==> src/rtl/sys_defs.sv <==
// Shared front-end/back-end definitions used across the out-of-order core.
// Holds the rename-to-dispatch packet format and the dispatch queue depth.
package sys_defs;

    // Default number of entries in the dispatch queue
    localparam int DPQ_DEPTH = 8;

    // Physical register tag and ROB index widths
    localparam int PRN_W = 6;
    localparam int ROB_W = 5;

    // Functional unit class an instruction is steered toward
    typedef enum logic [1:0] {
        FU_ALU    = 2'd0,
        FU_MULT   = 2'd1,
        FU_MEM    = 2'd2,
        FU_BRANCH = 2'd3
    } FU_TYPE;

    // One renamed instruction travelling from rename to the RS banks
    typedef struct packed {
        logic             valid;
        logic [31:0]      pc;
        logic [31:0]      inst;
        logic [PRN_W-1:0] dest_prn;
        logic [PRN_W-1:0] src1_prn;
        logic [PRN_W-1:0] src2_prn;
        logic [ROB_W-1:0] rob_idx;
        FU_TYPE           fu;
    } RN_DP_PACKET;

endpackage

==> src/rtl/dp_queue_if.sv <==
// Bundle of the dispatch queue's data-path signals: two packet lanes in from
// rename, two packet lanes out to the RS banks, bank-full flags, stall and
// occupancy. The master side is the rename/RS environment, the slave side
// is the queue itself.
interface dp_queue_if
    import sys_defs::*;
#(
    parameter int CNT_W = $clog2(DPQ_DEPTH) + 1
);

    RN_DP_PACKET [1:0] rn_dp_packet_in;
    logic        [1:0] rs_full;
    RN_DP_PACKET [1:0] rn_dp_packet_out;
    logic              dp_stall;
    logic [CNT_W-1:0]  dpq_count;

    modport master (
        output rn_dp_packet_in,
        output rs_full,
        input  rn_dp_packet_out,
        input  dp_stall,
        input  dpq_count
    );

    modport slave (
        input  rn_dp_packet_in,
        input  rs_full,
        output rn_dp_packet_out,
        output dp_stall,
        output dpq_count
    );

endinterface

==> src/rtl/dp_queue.sv <==
// Two-wide in-order dispatch buffer between rename and the two RS banks.
// Buffers renamed packets in a circular array, steers the two oldest stored
// entries onto whichever RS lanes are free, and stalls rename while fewer
// than two free slots remain. Nothing bypasses from input to output: an
// entry must be stored for at least one edge before it can be dispatched.
module dp_queue
    import sys_defs::*;
#(
    parameter int DEPTH = DPQ_DEPTH,
    parameter int CNT_W = $clog2(DEPTH) + 1
) (
    input  logic       clock,
    input  logic       reset,
    input  logic       squash,
    dp_queue_if.slave  dpq
);

    localparam int PTR_W = $clog2(DEPTH);

    RN_DP_PACKET      mem [DEPTH];
    logic [PTR_W-1:0] head;
    logic [PTR_W-1:0] tail;
    logic [CNT_W-1:0] count;

    logic             stall;
    logic [1:0]       n_enq;
    logic [1:0]       n_deq;
    logic [PTR_W-1:0] head_nx1;
    logic [PTR_W-1:0] tail_lane1;
    RN_DP_PACKET [1:0] pkt_out;

    // Stall depends only on the registered count, so rename never sees a
    // combinational path from the RS full flags.
    assign stall      = (count > CNT_W'(DEPTH - 2));
    assign head_nx1   = head + PTR_W'(1);
    // A valid lane 1 packs directly behind lane 0, or into the tail slot
    // itself when lane 0 is empty, so the buffer never holds a hole.
    assign tail_lane1 = tail + PTR_W'(dpq.rn_dp_packet_in[0].valid);

    // Count the lanes accepted from rename this cycle; nothing is taken while stalled
    always_comb begin
        n_enq = 2'd0;
        if (!stall) begin
            n_enq = {1'b0, dpq.rn_dp_packet_in[0].valid}
                  + {1'b0, dpq.rn_dp_packet_in[1].valid};
        end
    end

    // Steer the oldest stored entries onto the lowest-index free RS lanes
    always_comb begin
        pkt_out = '0;
        n_deq   = 2'd0;
        if (count != '0) begin
            if (!dpq.rs_full[0]) begin
                pkt_out[0]       = mem[head];
                pkt_out[0].valid = 1'b1;
                n_deq            = 2'd1;
                if (!dpq.rs_full[1] && (count >= CNT_W'(2))) begin
                    pkt_out[1]       = mem[head_nx1];
                    pkt_out[1].valid = 1'b1;
                    n_deq            = 2'd2;
                end
            end else if (!dpq.rs_full[1]) begin
                pkt_out[1]       = mem[head];
                pkt_out[1].valid = 1'b1;
                n_deq            = 2'd1;
            end
        end
    end

    // Write accepted packets into the storage array; payload needs no reset
    always_ff @(posedge clock) begin
        if (reset && !squash && !stall) begin
            if (dpq.rn_dp_packet_in[0].valid) begin
                mem[tail] <= dpq.rn_dp_packet_in[0];
            end
            if (dpq.rn_dp_packet_in[1].valid) begin
                mem[tail_lane1] <= dpq.rn_dp_packet_in[1];
            end
        end
    end

    // Advance pointers and occupancy; squash discards this cycle's push and pop
    always_ff @(posedge clock or negedge reset) begin
        if (!reset) begin
            head  <= '0;
            tail  <= '0;
            count <= '0;
        end else if (squash) begin
            head  <= '0;
            tail  <= '0;
            count <= '0;
        end else begin
            head  <= head + PTR_W'(n_deq);
            tail  <= tail + PTR_W'(n_enq);
            count <= count + CNT_W'(n_enq) - CNT_W'(n_deq);
        end
    end

    assign dpq.rn_dp_packet_out = pkt_out;
    assign dpq.dp_stall         = stall;
    assign dpq.dpq_count        = count;

endmodule

==> src/flat_wrapper.sv <==
// flat-port wrapper written by rule: the top's interface ports become plain ports
module dp_queue_flat import sys_defs::*;
#(
    parameter int DEPTH = DPQ_DEPTH,
    parameter int CNT_W = $clog2(DEPTH) + 1
)
  (clock, reset, squash, dpq_rn_dp_packet_in, dpq_rs_full, dpq_rn_dp_packet_out, dpq_dp_stall, dpq_dpq_count);
  dp_queue_if #(.CNT_W(CNT_W)) dpq_i ();
  input  logic clock;
  input  logic reset;
  input  logic squash;
  input wire logic [$bits(dpq_i.rn_dp_packet_in)-1:0] dpq_rn_dp_packet_in;
  input wire logic [$bits(dpq_i.rs_full)-1:0] dpq_rs_full;
  output wire logic [$bits(dpq_i.rn_dp_packet_out)-1:0] dpq_rn_dp_packet_out;
  output wire logic [$bits(dpq_i.dp_stall)-1:0] dpq_dp_stall;
  output wire logic [$bits(dpq_i.dpq_count)-1:0] dpq_dpq_count;
  assign dpq_i.rn_dp_packet_in = dpq_rn_dp_packet_in;
  assign dpq_i.rs_full = dpq_rs_full;
  assign dpq_rn_dp_packet_out = dpq_i.rn_dp_packet_out;
  assign dpq_dp_stall = dpq_i.dp_stall;
  assign dpq_dpq_count = dpq_i.dpq_count;
  dp_queue #(.DEPTH(DEPTH), .CNT_W(CNT_W)) u_core (.clock(clock), .reset(reset), .squash(squash), .dpq(dpq_i));
endmodule
==> config.mk <==
export PLATFORM = sky130hd
export DESIGN_NAME = dp_queue_flat
export DESIGN_NICKNAME = d
export VERILOG_FILES = /design/src/rtl/sys_defs.sv /design/src/rtl/dp_queue_if.sv /design/src/rtl/dp_queue.sv /design/src/flat_wrapper.sv
export SDC_FILE = /design/constraint.sdc
export NUM_CORES = 2
export LEC_CHECK = 0
export ABC_AREA = 0
export CAP_MARGIN = 25
export CORE_MARGIN = 5
export CORE_UTILIZATION = 59
export CTS_CLUSTER_DIAMETER = 80
export DETAILED_ROUTE_END_ITERATION = 16
export DONT_BUFFER_PORTS = 1
export PLACE_DENSITY = 0.78
export SLEW_MARGIN = 20
export SYNTH_ARGS = -nofsm -noshare
export SYNTH_HDL_FRONTEND = slang
export SYNTH_SLANG_ARGS = --single-unit
==> constraint.sdc <==
create_clock -name clock -period 8.8 [get_ports clock]
set_input_delay 0.88 -clock clock [delete_from_list [all_inputs] [get_ports clock]]
set_output_delay 0.88 -clock clock [all_outputs]
set_load 0.02 [all_outputs]
==> run summary <==
largest net degree at the start of global routing -> 158
CTS tree -> done
port bufs -> 0
critical path arrival -> 4530 ps
Worst Hold Depth -> 1
Synth Area in XOR/XNOR -> 0.001596
final core utilization -> 0.6349
Simple-Gate Fraction of Synth Area -> 0.03064
hpwl dp -> 67,700 um
WHS -> 323.5 ps
final-report max-slew violation count -> 0
Die ar. -> 78,590 um^2
Core ar. -> 72,710 um^2
Worst path depth -> 6
Crit Path Max Fanout -> 50
Synth async-reset ratio -> 0.01385
H-tree levels -> 3
Final #Nets -> 2,667
Compound-Gate Fraction of Synth Area -> 0.02791
Synth cell types -> 46
CTS root buf -> clkbuf_16
routed vias/inst -> 7.251
type of destination of the critical path -> primary output
Max-Slew Margin vs Limit -> 0.2485
CTS Buf Count -> 80
final hold violations -> 0
setup tns final -> 0 ps
area share of fa/ha/maj cells after synthesis -> 0.005339
Synthesis Warnings -> 0
DRC violation count after routing -> 0
internal reg-to-reg setup slack -> 4360 ps
power density over the cells -> 261.7 nW/um^2
number of synthesized flops with an enable pin -> 712
Worst EP required -> 7920 ps
reg2reg path depth -> 8
Synth Instances -> 2,544
fin crit share -> 0.6149
layout cells sized above 1 -> 0.4828
worst-margin pin slew -> 1127 ps
most frequent cells in the layout -> edfxtp_1 (712), mux2_2 (623), mux4_2 (356)
initial antenna violation count -> 0
Crit path top cell by count -> buf_4
Filler cells -> 5,078
Most used DFF post-synth -> edfxtp_1
vias in the first global route -> 26,960
synth-to-layout area growth -> 7.057%
non-filler cells in the finished layout -> 3,489
clock-pin slew on the worst setup and hold paths -> 60 ps
combinational family with the most area after synthesis -> multiplexers
min cycle time layout -> 5411 ps
clock sink count -> 722
worst min path class -> in -> reg
number of synthesized register bits -> 722
first-pass GRT wire length -> 179,200 um
placed insts -> 3,339
Core Rows -> 99
maximum VDD drop -> 0.4510 mV
leakage -> 14.56 nW
CP endpoint -> dpq_rn_dp_packet_out[96]
Clk Latency, worst-skew pair -> 620 ps
Top Ports -> 370
post-route cell area -> 46,160 um^2
R2R Path End -> u_core.mem[3][28]
sequential fraction of the synthesis area -> 0.5016
commonest non-fill, non-tap cell in the layout -> edfxtp_1
share of synthesized area spent on multiplexers -> 0.3977
top post-synthesis cells by area -> edfxtp_1 (50%), mux4_2 (19%), mux2_2 (16%)
Wirelength per Cell -> 34.93 um
CTS Buffer Depth -> 3
unrepaired setup endpoints after global routing -> false
Total GRT Usage -> 0.3061
Synth top area share -> 0.4958
CP peak stage delay -> 940 ps
CP Class -> reg -> out
setup violators final -> 0
worst r2r src -> u_core.dpq.dpq_count[3]
Worst path slowest cell -> dfrtp_4
CP bufs+invs -> 2
CP startpoint -> u_core.head[2]
global placement routability congestion -> 0.8258
setup bufs post-CTS -> 0
Die W -> 280.3 um
Routed WL -> 121,900 um
DP Area -> 43,510 um^2
critical-path cell list -> buf_4 -> buf_4 -> mux4_2 -> mux2_2 -> nand2_1 -> a21oi_1
status -> complete, no violations
die height -> 280.3 um
delay-heaviest family, CP -> buffers and inverters
starting DRC count in detailed routing -> 2,765
syn avg cell area -> 16.95 um^2
Final ANT Viol Nets -> 0
drt pass-1 iters -> 5
Max-cap violations -> 0
Initial Utilization -> 0.5931
area of the mapped netlist -> 43,120 um^2
Fmax -> 184.8 MHz
CP Launch Type -> flip-flop
cell accounting for the most synthesized area -> edfxtp_1
vias -> 25,300
gr ovfl total -> 0
Post-Syn Nets -> 2,745
clock skew -> 14.14 ps
==> flip-flops by register name, summed over array words and instances, names as in the netlist <==
signal / cells
u_core.dpq.dpq_count: 4
u_core.head: 3
u_core.tail: 3
u_core.mem: 712
==> per-layer routing <==
| metal | GRT usage | share of wire | routed length, um |
|---|---|---|---|
| met1 | 0.3735 | 0.35 | 42150 |
| met2 | 0.5374 | 0.52 | 63540 |
| met3 | 0.07780 | 0.098 | 11950 |
| met4 | 0.1017 | 0.035 | 4219 |
| met5 | 0 | 0 | 0 |
==> cells by family (layout without fill, tap and decap cells) <==
logic type               after synthesis  after routing
XOR/XNOR                               7              7
AO/OA/AOI/OAI                        191            191
flip-flops                           722            722
multiplexers                        1157           1157
other                                  0              1
AND/OR/NAND/NOR                      223            223
buffers and inverters                228            213
adder cells (fa/ha/maj)               16             16
==> how the worst min path moves through the flow <==
stage          startpoint                      end
2_1_floorplan       reset  u_core.dpq.dpq_count[0]
3_3_place_gp        reset  u_core.dpq.dpq_count[3]
3_5_place_dp        reset  u_core.dpq.dpq_count[3]
4_1_cts            squash           u_core.head[0]
5_1_grt            squash           u_core.head[0]
6_report           squash           u_core.head[0]
==> synthesized netlist by cell type (5+ instances only) <==
| library cell | number |
|---|---|
| a21oi_1 | 91 |
| a22oi_1 | 89 |
| and2_1 | 69 |
| buf_1 | 5 |
| buf_2 | 67 |
| buf_4 | 22 |
| buf_6 | 66 |
| clkbuf_1 | 54 |
| dfrtp_1 | 10 |
| edfxtp_1 | 712 |
| ha_1 | 12 |
| inv_1 | 12 |
| mux2_1 | 119 |
| mux2_2 | 623 |
| mux2_4 | 37 |
| mux2i_1 | 22 |
| mux4_2 | 356 |
| nand2_1 | 73 |
| nor2_1 | 29 |
| nor2b_1 | 8 |
| or3b_1 | 11 |
| or3b_2 | 11 |
==> area by class of cell <==
type | instances | area [um^2] | area share
Clock inverter | 48 | 416.7 | 0.009025
Tap cell | 959 | 1200 | 0.02599
Antenna cell | 1 | 2.502 | 0.00005421
Inverter | 14 | 55.05 | 0.001193
Clock buffer | 97 | 2151 | 0.04659
Multi-Input combinational cell | 1594 | 20110 | 0.4355
Timing Repair Buffer | 54 | 595.6 | 0.01290
Sequential cell | 722 | 21640 | 0.4687
==> metrics by stage <==
stage                     power [mW]  worst slack [ps]
after floorplan                7.907             2.885
after global placement         8.698              4013
after detailed placement       8.817              3929
after CTS                      12.13              3263
after global routing           12.56              3054
final                          12.08              3389
==> where the power goes <==
part | switching [mW] | internal (mW) | leakage, nW | total, mW
combinational | 2.55 | 2.05 | 6.75 | 4.60
clock | 1.38 | 1.94 | 1.26 | 3.33
sequential | 0.161 | 4.00 | 6.55 | 4.16
==> timing repair <==
action / CTS / global route
endpoints found under the hold margin: 10 / 0
hold buffers: 1 / 0
gates resized for setup: 0 / 0
Power figures use the tool's default switching activity.
